### config.mk
export PLATFORM = sky130hd
export DESIGN_NAME = cycle_meas_arb
export DESIGN_NICKNAME = d
export VERILOG_FILES = /design/src/rtl/cycle_meas_arb.sv
export SDC_FILE = /design/constraint.sdc
export NUM_CORES = 1
export LEC_CHECK = 0
export BUFFER_PORTS_ARGS = -buffer_cell sky130_fd_sc_hd__buf_2
export CORE_UTILIZATION = 47
export DETAILED_ROUTE_END_ITERATION = 6
export PLACE_DENSITY = 0.7
export SYNTH_ARGS = -nofsm -noshare
export SYNTH_HDL_FRONTEND = slang
export SYNTH_SLANG_ARGS = --single-unit
### constraint.sdc
create_clock -name clk -period 2.2 [get_ports clk]
set_input_delay 0.22 -clock clk [delete_from_list [all_inputs] [get_ports clk]]
set_output_delay 0.22 -clock clk [all_outputs]
set_load 0.02 [all_outputs]
### src/rtl/cycle_meas_arb.sv
`default_nettype none
// ============================================================================
// cycle_meas_arb: round-robin arbiter for one shared cycle-measurement window
// Revision: 1.0
// ============================================================================
module cycle_meas_arb #(
    parameter  int NREQ = 4,
    parameter  int W    = 32,
    parameter  int TMO  = 1000000,
    localparam int IDW  = (NREQ > 1) ? $clog2(NREQ) : 1
) (
    input  logic            clk,
    input  logic            rst,
    input  logic [W-1:0]    cnt_in,
    input  logic [NREQ-1:0] req,
    input  logic [NREQ-1:0] done,
    output logic [NREQ-1:0] gnt,
    output logic            busy,
    output logic            res_valid,
    input  logic            res_ready,
    output logic [IDW-1:0]  res_id,
    output logic [W-1:0]    res_cycles,
    output logic            res_timeout
);

    localparam int TW = (TMO > 1) ? $clog2(TMO + 1) : 1;

    typedef enum logic [1:0] {
        IDLE   = 2'd0,
        MEAS   = 2'd1,
        REPORT = 2'd2
    } state_t;

    state_t          r_state, w_state;
    logic [NREQ-1:0] r_gnt, w_gnt;
    logic [IDW-1:0]  r_owner, w_owner;
    logic [IDW-1:0]  r_last, w_last;
    logic [W-1:0]    r_start_ts, w_start_ts;
    logic [TW-1:0]   r_tcnt, w_tcnt;
    logic            r_res_valid, w_res_valid;
    logic [IDW-1:0]  r_res_id, w_res_id;
    logic [W-1:0]    r_res_cycles, w_res_cycles;
    logic            r_res_timeout, w_res_timeout;

    logic            w_found;
    logic [IDW-1:0]  w_win;
    logic [IDW-1:0]  w_idx;

    // Search starts one past the previous winner so every requester gets a turn.
    always_comb begin
        w_found = 1'b0;
        w_win   = '0;
        w_idx   = '0;
        for (int k = 1; k <= NREQ; k++) begin
            w_idx = IDW'((int'(r_last) + k) % NREQ);
            if (!w_found && req[w_idx]) begin
                w_found = 1'b1;
                w_win   = w_idx;
            end
        end
    end

    always_comb begin
        w_state       = r_state;
        w_gnt         = r_gnt;
        w_owner       = r_owner;
        w_last        = r_last;
        w_start_ts    = r_start_ts;
        w_tcnt        = r_tcnt;
        w_res_valid   = r_res_valid;
        w_res_id      = r_res_id;
        w_res_cycles  = r_res_cycles;
        w_res_timeout = r_res_timeout;
        case (r_state)
            IDLE: begin
                if (w_found) begin
                    w_state    = MEAS;
                    w_gnt      = NREQ'(1) << w_win;
                    w_owner    = w_win;
                    w_last     = w_win;
                    w_start_ts = cnt_in;
                    w_tcnt     = '0;
                end
            end
            MEAS: begin
                // The owner's done takes priority over a coincident timeout.
                if (done[r_owner]) begin
                    w_state       = REPORT;
                    w_gnt         = '0;
                    w_res_valid   = 1'b1;
                    w_res_id      = r_owner;
                    w_res_cycles  = cnt_in - r_start_ts;
                    w_res_timeout = 1'b0;
                end else if (r_tcnt == TW'(TMO - 1)) begin
                    w_state       = REPORT;
                    w_gnt         = '0;
                    w_res_valid   = 1'b1;
                    w_res_id      = r_owner;
                    w_res_cycles  = W'(TMO);
                    w_res_timeout = 1'b1;
                end else begin
                    w_tcnt = r_tcnt + TW'(1);
                end
            end
            REPORT: begin
                if (res_ready) begin
                    w_state       = IDLE;
                    w_res_valid   = 1'b0;
                    w_res_id      = '0;
                    w_res_cycles  = '0;
                    w_res_timeout = 1'b0;
                end
            end
            default: begin
                w_state = IDLE;
                w_gnt   = '0;
            end
        endcase
    end

    always_ff @(posedge clk) begin
        if (rst) begin
            r_state       <= IDLE;
            r_gnt         <= '0;
            r_owner       <= '0;
            r_last        <= IDW'(NREQ - 1);
            r_start_ts    <= '0;
            r_tcnt        <= '0;
            r_res_valid   <= 1'b0;
            r_res_id      <= '0;
            r_res_cycles  <= '0;
            r_res_timeout <= 1'b0;
        end else begin
            r_state       <= w_state;
            r_gnt         <= w_gnt;
            r_owner       <= w_owner;
            r_last        <= w_last;
            r_start_ts    <= w_start_ts;
            r_tcnt        <= w_tcnt;
            r_res_valid   <= w_res_valid;
            r_res_id      <= w_res_id;
            r_res_cycles  <= w_res_cycles;
            r_res_timeout <= w_res_timeout;
        end
    end

    assign gnt         = r_gnt;
    assign busy        = (r_state != IDLE);
    assign res_valid   = r_res_valid;
    assign res_id      = r_res_id;
    assign res_cycles  = r_res_cycles;
    assign res_timeout = r_res_timeout;

endmodule
`default_nettype wire

Yosys cells after proc, flatten, opt, wreduce, memory -nomap -nowiden
Index checks and enable logic that the tools add are counted.

storage, ports and cells
  register bits = 98
  bits of input ports = 43
  output and inout bits = 41
  logic and storage cells = 90

operators by class
  add/sub/neg operators = 6
  $lt $le $gt $ge = 5
  equality and inequality tests = 8
  shift-type cells = 1
  mux-type cells = 44
  bitwise gates (word level) = 1
  reduce and logical (&&, ||, !) cells = 15

operators by type and width
  kind                     count
  $mux W32                 3
  $pmux W32 S2             1
  $mux W20                 3
  $pmux W20 S2             1
  $sub A32 B32 Y32         1
  $add A20 B1 Y20 const B  1
  $eq A20 B20 Y1 const B   1
  $mux W2                  10
  $lt A2 B3 Y1 const B     5
  $mux W1                  13
  $mux W4                  3
  $pmux W4 S3              1
  $bmux W1 S2              5
  $reduce_and A3 Y1        3
  $ne A2 B2 Y1 const B     4
  $pmux W2 S3              1
  $reduce_bool A2 Y1       3
  $add A2 B1 Y2 const B    2
  $add A2 B2 Y2 const B    2
  $pmux W1 S2              2
  $pmux W2 S2              1
  $reduce_and A4 Y1        1
  $shl A1 B2 Y4 const A    1
  $logic_and A1 B1 Y1      3
  7 further kinds          9

Longest topological paths before layout
Gate-level depths: netlist of the first run.

  word-level depth = 16
  gate-level depth with buffers = 10
  mapped depth without buffers = 10

Worst setup path before layout of the first run
No wires, ideal clock.

  path kind = flip-flop to flip-flop
  start = reg r_start_ts[0]
  end = reg r_res_cycles[30] (netlist: res_cycles[30])
  arrival time = 2.229 ns
  data required time = 2.069 ns
  slack = -0.161 ns
  cell stages (with the launch flop) = 10
  path through = dfxtp_1 > ha_1 > fa_1 > nand2b_1 > a21oi_2 > o32ai_4 > o221a_2 > o211a_1 > o31ai_1 > o211ai_1

between the ends
  cells in the longest elaborated chain, start to end = 3

ends and longest elaborated chain
  what                    line  RTL
  start, declared         38    logic [W-1:0] r_start_ts, w_start_ts;
  start signal, assigned  138   r_start_ts <= w_start_ts;
  $sub A32 B32 Y32        92    w_res_cycles = cnt_in - r_start_ts;
  $mux W32                87    if (done[r_owner]) begin
  $pmux W32 S2            74    case (r_state)
  end signal, assigned    142   r_res_cycles <= w_res_cycles;
  end, declared           42    logic [W-1:0] r_res_cycles, w_res_cycles;

No other way between the ends.
A chain may end at the register's enable or synchronous reset.

Final worst setup path of the first run
  start = reg r_start_ts[1]
  end = reg r_res_cycles[3] (netlist: res_cycles[3])

Same word-level chain as after synthesis.

==> results.rst, run 1 <==
.. list-table::
   :header-rows: 1

   * - Metric
     - Value
   * - Result of the run
     - complete, but fails checks
   * - Failing checks
     - DRC, setup timing
   * - Total global-route track usage
     - 0.264
   * - Sequential cell area in the final layout
     - around 0.002 mm^2
   * - Highest net fanout along the worst path
     - 2
   * - Hold Path Depth
     - 3
   * - Commonest cells in the netlist
     - 103 x nand2_1, 98 x dfxtp_1, 84 x a21oi_1
   * - Via count of the first global-routing pass
     - 5559
   * - Critical path data required time
     - 2.43 ns
   * - Number of buffers inserted for hold repair after clock tree synthesis
     - 0
   * - Most frequent cell after synthesis
     - nand2_1
   * - Number of synthesized register bits
     - between 90 and 100
   * - Clock Tree Root
     - clkbuf_16
   * - Simple-gate share of the synthesized area
     - 0.218
   * - Multiplexer share of the synthesized area
     - 0.0108
   * - Number of nets with antenna violations after detailed routing
     - 0
   * - Worst Setup Path Type
     - reg2reg
   * - Synth warnings
     - 0
   * - Area Growth Syn to Fin
     - 35.8%
   * - Antenna Diode Count
     - 0
   * - Count of unique library cells instantiated by Yosys
     - 72
   * - Post-placement cell count
     - around 1000
   * - Num ports
     - 84
   * - Post-Syn Area
     - between 0.005 and 0.006 mm^2
   * - Largest clock skew in the final design
     - 0.00659 ns
   * - Placed wire-length estimate
     - 11.7 mm
   * - Post-synthesis xor/xnor area fraction
     - 0.0599
   * - Delay-heaviest family, CP
     - buffers and inverters
   * - Compound-cell area share of the yosys netlist
     - 0.244
   * - Most frequent cell on the critical path
     - buf_4
   * - Source-to-sink clock delay at the later pin of the worst-skew pair
     - around 0.36 ns
   * - Endpoint kind of the worst setup timing path
     - register
   * - Fraction of the mapped netlist area in adder cells
     - 0.0738
   * - Final wirelength
     - 16.2 mm
   * - Number of DRC markers after the initial detailed-route iteration
     - about 480
   * - Largest family of logic cells by synthesized area
     - compound AO/OA/AOI/OAI gates
   * - Final number of setup-violating endpoints
     - 11
   * - Count of nets after finishing
     - approximately 950
   * - Dominant register cell in the synthesized netlist
     - dfxtp_1
   * - Overall power
     - ~6100 uW
   * - Cell Count, Final, Fillers Out
     - 1021
   * - Worst slew slack as a fraction of its limit
     - 0.614
   * - Filler cell count in the final layout
     - 940
   * - Count of endpoints failing hold in the final timing report
     - 0
   * - Net Count, Synth
     - 790
   * - Max Root-Sink Buffers
     - 2
   * - Horizontal die dimension
     - 112 um
   * - Final period utilization
     - 1.04
   * - Dominant cells by area after synthesis
     - dfxtp_1 34%, a21oi_1 7.4%, ha_1 7.0%
   * - Peak Freq
     - 0.435 GHz
   * - Pins over their slew limit
     - 0
   * - Pin slew with the least headroom to its limit
     - 0.579 ns
   * - Clock transition at the register clock pins on the worst setup and hold paths after CTS
     - approximately 0.07 ns
   * - Largest area contributor in the netlist
     - dfxtp_1
   * - Number of enable-type register cells in the synthesized netlist
     - 0
   * - Share of the synthesized area in the top cell type
     - 0.344
   * - Arrival time of the worst setup path
     - approximately 2.5 ns
   * - Setup Slack @ Placement
     - -0.166 ns
   * - Maximum ir drop on the vdd rail
     - between 400 and 500 uV
   * - Least setup slack across all paths after layout
     - -0.0986 ns
   * - Synthesized netlist cell count
     - about 700
   * - Overall die height
     - roughly 110 um
   * - Final worst path period need
     - ~2.3 ns
   * - Number of cells on the critical path
     - 16
   * - Number of clock buffers inserted by TritonCTS
     - 9
   * - Critical path buffer and inverter count
     - 9
   * - Row count
     - 39
   * - Port Buf Inserts
     - 83
   * - TritonCTS clock tree
     - done
   * - Count of TritonRoute iterations in the first routing pass
     - 7
   * - Initial antenna violation count
     - 0
   * - Via count of the routed design
     - approximately 5800
   * - Worst stage delay on the critical path
     - between 0.3 and 0.4 ns
   * - Core area
     - between 0.01 and 0.015 mm^2
   * - H-tree depth
     - 3
   * - Post-detailed-route wirelength per cell
     - roughly 16 um
   * - Total global routing overflow
     - 0
   * - Area occupied by multi-input gates
     - 0.00394 mm^2
   * - CP Cell Sequence
     - inv_2, ha_4, nand2b_1, buf_4, buf_4, buf_4, buf_4, buf_4, buf_4, buf_4, buf_4, nand2b_4, a21oi_4, xnor2_2, a22oi_2, nor2_1
   * - DR DRC count
     - 5
   * - Fraction of layout cells with a size suffix above 1
     - 0.339
   * - Share of synthesized registers carrying an async set or reset
     - 0
   * - Setup repair after global routing missed its margin
     - yes
   * - Clock sink count
     - about 100
   * - Starting utilization of the core area
     - 0.491
   * - Final cell utilization of the core
     - 0.666
   * - Maximum number of pins on one net before global-route repair
     - 55
   * - Mean cell area of the mapped netlist
     - ~8 um^2
   * - Master of the slowest instance on the critical path
     - dfxtp_2
   * - Reg2Reg Depth
     - 16
   * - Placed cell area
     - 0.00683 mm^2
   * - Gpl congestion
     - ~0.9
   * - Full die area
     - ~0.013 mm^2
   * - Part of the Yosys area used for sequential elements
     - 0.344
   * - Final standard cell area without fillers
     - slightly below 0.008 mm^2
   * - Leakage power of the design
     - 0.00318 uW
   * - First-pass GRT wire length
     - ~27 mm
   * - Average vias per placed instance
     - about 5.6
   * - Pwr per Cell Area
     - approximately 800 mW/mm^2
   * - Hold crit path type
     - in2reg
   * - Nature of the critical path startpoint
     - register
   * - # Max-Cap Violations
     - 0
[area by class of cell]
type | count | area share
multi-input combinational | 545 | 0.509
sequential | 98 | 0.255
timing repair buffer | 177 | 0.151
clock buffer | 13 | 0.0349
tap | 143 | 0.0231
inverter | 42 | 0.0204
clock inverter | 3 | 0.00598
[cell families (layout without fill, tap and decap cells)]
family / Yosys count / after routing
compound gates: 204 / 204
xor+xnor: 39 / 39
fa+ha+maj: 33 / 33
simple gates: 263 / 263
buf+inv: 71 / 235
mux: 6 / 6
flops: 98 / 98
[flip-flops by register name (all words and copies together), names as in the netlist]
signal / count
gnt: 4
r_last: 2
r_owner: 2
r_start_ts: 32
r_state: 2
r_tcnt: 20
res_cycles: 32
res_id: 2
res_timeout: 1
res_valid: 1
[timing repair]
item / 4_1_cts / 5_1_grt
pin swaps: 28 / 18
gates resized for setup: 50 / 44
setup endpoints to repair: 24 / 38
buffers inserted: 11 / 6
[power breakdown]
group	internal (uW)	leakage (uW)	switching, uW
logic	1050	0.00222	1320
registers	1950	0.000805	117
clock network	978	0.000152	717
total	3980	0.00318	2150
[worst register-to-register path: stages, from the launching register on]
cell	delay [ns]
dfxtp_2	0.34
inv_2	0.05
ha_4	0.25
nand2b_1	0.08
buf_4	0.15
buf_4	0.12
buf_4	0.12
buf_4	0.12
buf_4	0.12
buf_4	0.12
buf_4	0.12
buf_4	0.13
nand2b_4	0.07
a21oi_4	0.06
xnor2_2	0.15
a22oi_2	0.14
nor2_1	0.05
[metrics by stage]
step,setup TNS (ns),hold slack (ns)
2_1_floorplan,-0.0340,0.356
3_3_place_gp,-1.02,0.438
3_5_place_dp,-1.71,0.445
4_1_cts,-0.259,0.106
5_1_grt,-1.91,0.125
6_report,-0.651,0.108
[worst paths after layout]
| path | start | end | slack [ns] |
|---|---|---|---|
| max | r_start_ts[1] | res_cycles[3] | -0.1 |
| min reg2reg | r_start_ts[5] | r_start_ts[5] | 0.45 |
| max reg2reg | r_start_ts[1] | res_cycles[3] | -0.1 |
| min | cnt_in[13] | r_start_ts[13] | 0.11 |
[placed cells by master (no fill, tap or decap), types with 14 or more instances in the layout]
cell       n
xnor2_1   21
nand2_1  103
inv_1     37
a21oi_1   78
nor2_1    62
dfxtp_1   86
o21ai_0   14
xor2_1    15
ha_1      17
buf_2     83
buf_4     86
[layer usage]
metal,GRT usage,vias up,part of all wire,wire [um]
met5,0,-,0,0
met4,0.120,0,0.020,327
met3,0.0313,22,0.045,722
met2,0.446,129,0.48,7800
met1,0.339,2760,0.45,7310
li1,-,2842,-,-
Power figures use the tool's default switching activity.
==> run 2, diff against run 1 <==
==> config.mk (replaced) <==
export PLATFORM = sky130hd
export DESIGN_NAME = cycle_meas_arb
export DESIGN_NICKNAME = d
export VERILOG_FILES = /design/src/rtl/cycle_meas_arb.sv
export SDC_FILE = /design/constraint.sdc
export NUM_CORES = 1
export LEC_CHECK = 0
export CORE_UTILIZATION = 40
export DETAILED_ROUTE_END_ITERATION = 6
export DONT_BUFFER_PORTS = 1
export SYNTH_ARGS = -nofsm -noshare
export SYNTH_HDL_FRONTEND = slang
export SYNTH_SLANG_ARGS = --single-unit
==> run 2 against run 1 <==
- the flow finishes with violations (hold timing, setup timing)
- fmax decreased by 0.18%
- clock skew is essentially flat
- routed wire length increased by 3.8%
- via count shrank 3.8%
- sequential power increased by 6%
- clock-buffer cell count decreased by 2
==> results.rst, run 2 (synthesized netlist as in run 1, its figures left out) <==
.. list-table::
   :header-rows: 1

   * - Metric
     - Value
   * - Endpoint kind of the worst setup timing path
     - register
   * - First-pass GRT wire length
     - around 26 mm
   * - Area occupied by multi-input gates
     - 0.00402 mm^2
   * - Starting utilization of the core area
     - 0.411
   * - Least setup slack across all paths after layout
     - -0.103 ns
   * - Number of nets with antenna violations after detailed routing
     - 0
   * - Comb pwr share
     - 0.371
   * - Master of the slowest instance on the critical path
     - dfxtp_2
   * - Maximum ir drop on the vdd rail
     - between 500 and 600 uV
   * - Internal power
     - approximately 3800 uW
   * - Total global-route track usage
     - 0.228
   * - Full die area
     - between 0.01 and 0.015 mm^2
   * - Net switching share of the total power
     - 0.360
   * - Worst stage delay on the critical path
     - about 0.34 ns
   * - Final worst path period need
     - approximately 2.3 ns
   * - Total global routing overflow
     - 0
   * - Critical path buffer and inverter count
     - 0
   * - Critical Path Start
     - r_start_ts[0]
   * - Delay-heaviest family, CP
     - compound AO/OA/AOI/OAI gates
   * - Setup repair after global routing missed its margin
     - yes
   * - Switching power summed over all nets
     - between 2000 and 2500 uW
   * - H-tree depth
     - 3
   * - Port Buf Inserts
     - 0
   * - Leakage power of the design
     - a little under 0.003 uW
   * - Met3 Usage GRT
     - 0.0475
   * - # Max-Cap Violations
     - 0
   * - Gr busiest metal
     - met2
   * - Post-placement cell count
     - between 900 and 1000
   * - Clock share of power
     - 0.260
   * - Gpl congestion
     - about 0.94
   * - CP Cell Sequence
     - ha_4, fa_2, nand2b_4, a21oi_4, o32ai_4, o221a_4, o211a_1, o31ai_2, o211ai_1
   * - Worst min-delay path startpoint
     - cnt_in[10]
   * - Clock sink count
     - 98
   * - Result of the run
     - complete, but fails checks
   * - Count of nets after finishing
     - 888
   * - Sequential cell area in the final layout
     - between 0.0015 and 0.002 mm^2
   * - Pin slew with the least headroom to its limit
     - between 0.4 and 0.5 ns
   * - Final wirelength
     - roughly 17 mm
   * - Max Root-Sink Buffers
     - 2
   * - TritonCTS clock tree
     - done
   * - Worst slew slack as a fraction of its limit
     - 0.689
   * - Clock Tree Root
     - clkbuf_16
   * - Hold_ws
     - -0.00920 ns
   * - Maximum number of pins on one net before global-route repair
     - 65
   * - Clock transition at the register clock pins on the worst setup and hold paths after CTS
     - 0.07 ns
   * - Failing checks
     - hold timing, setup timing
   * - Core area
     - around 0.014 mm^2
   * - Count of TritonRoute iterations in the first routing pass
     - 5
   * - DR DRC count
     - 0
   * - Antenna Diode Count
     - 0
   * - Average vias per placed instance
     - 5.56
   * - Source-to-sink clock delay at the later pin of the worst-skew pair
     - 0.36 ns
   * - Via count of the first global-routing pass
     - 5293
   * - Num ports
     - 84
   * - Setup Slack @ Placement
     - -0.262 ns
   * - Row count
     - 43
   * - Filler cell count in the final layout
     - 1249
   * - Placed wire-length estimate
     - 12.0 mm
   * - Pwr per Cell Area
     - approximately 770 mW/mm^2
   * - Pins over their slew limit
     - 0
   * - Final number of setup-violating endpoints
     - 10
   * - Via count of the routed design
     - approximately 5500
   * - Total Neg Setup Slack
     - -0.588 ns
   * - M2 GR Usage
     - 0.390
   * - Share of power burned in registers
     - 0.369
   * - Global-route met1 utilization
     - 0.274
   * - Area Growth Syn to Fin
     - 34.5%
   * - Post-detailed-route wirelength per cell
     - between 15 and 20 um
   * - Horizontal die dimension
     - 121 um
   * - Worst Setup Path Type
     - reg2reg
   * - Final period utilization
     - 1.05
   * - Fraction of layout cells with a size suffix above 1
     - 0.262
   * - Number of clock buffers inserted by TritonCTS
     - 9
   * - Commonest cells after routing, fill and taps aside
     - 103 x nand2_1, 86 x dfxtp_1, 80 x buf_4
   * - Arrival time of the worst setup path
     - approximately 2.5 ns
   * - Cell Count, Final, Fillers Out
     - 996
   * - FF-to-FF Start
     - r_start_ts[0]
   * - Count of endpoints failing hold in the final timing report
     - 1
   * - Nature of the critical path startpoint
     - register
   * - Largest clock skew in the final design
     - 0.00704 ns
   * - Initial antenna violation count
     - 0
   * - Number of DRC markers after the initial detailed-route iteration
     - about 290
   * - Hold crit path type
     - in2reg
   * - Overall die height
     - 121 um
   * - Critical path data required time
     - between 2 and 2.5 ns
   * - Highest net fanout along the worst path
     - 3
   * - Most common cell after layout, fill and taps aside
     - nand2_1
   * - Peak Freq
     - ~0.43 GHz
## run 2: cell count changes in the layout (fill, tap and decap cells not counted), moves of 4 or more
cell,change
buf_2,-83
buf_4,-6
dlygate4sd3_1,+29
ha_4,+4
## run 2: through the flow
stage          total power (uW)  cell area [um^2]   util
2_1_floorplan              3390              5770      -
3_3_place_gp               3990              6460  0.466
3_5_place_dp               4030              6460  0.466
4_1_cts                    5770              7310  0.527
5_1_grt                    6230              7660  0.552
6_report                   5930              7660  0.552
## run 2: worst paths after layout
path / end / slack (ns) / depth (start not counted)
setup / recovery: res_cycles[30] / -0.10 / 9
hold / removal: r_start_ts[10] / -0.009 / 2
setup reg to reg: res_cycles[30] / -0.10 / 9
hold reg to reg: r_start_ts[13] / 0.45 / 2
## run 2: final cells by class
type | instances | area share
multi-input combinational | 545 | 0.525
sequential | 98 | 0.258
timing repair buffer | 116 | 0.131
clock buffer | 11 | 0.0330
tap | 180 | 0.0294
inverter | 42 | 0.0206
clock inverter | 4 | 0.00343
## run 2: worst reg2reg max path, cell delays in order, from the launching register on
cell,delay (ns)
dfxtp_2,0.34
ha_4,0.16
fa_2,0.34
nand2b_4,0.16
a21oi_4,0.17
o32ai_4,0.12
o221a_4,0.29
o211a_1,0.23
o31ai_2,0.24
o211ai_1,0.13
## run 2: per-layer routing
layer  routed length [um]  up-vias  share of wire
met2                 8290      133           0.49
li1                     -     2726              -
met5                    0        -              0
met3                  795       24          0.047
met1                 7290     2653           0.43
met4                  401        0          0.024
## run 2: power groups by stage
stage / clock network (uW) / registers (uW) / logic [uW]
after floorplan: 0 / 2170 / 1230
after global routing: 1630 / 2210 / 2400
after global placement: 0 / 2210 / 1770
after CTS: 1580 / 2180 / 2010
final: 1540 / 2190 / 2200
after detailed placement: 0 / 2220 / 1810
## run 2: timing repair
action | CTS | global route
gates resized for setup | 37 | 66
hold endpoints to repair | 64 | 0
endpoints found under the setup margin | 14 | 39
setup buffers | 4 | 7
hold buffers | 30 | 0
pin swaps | 25 | 31
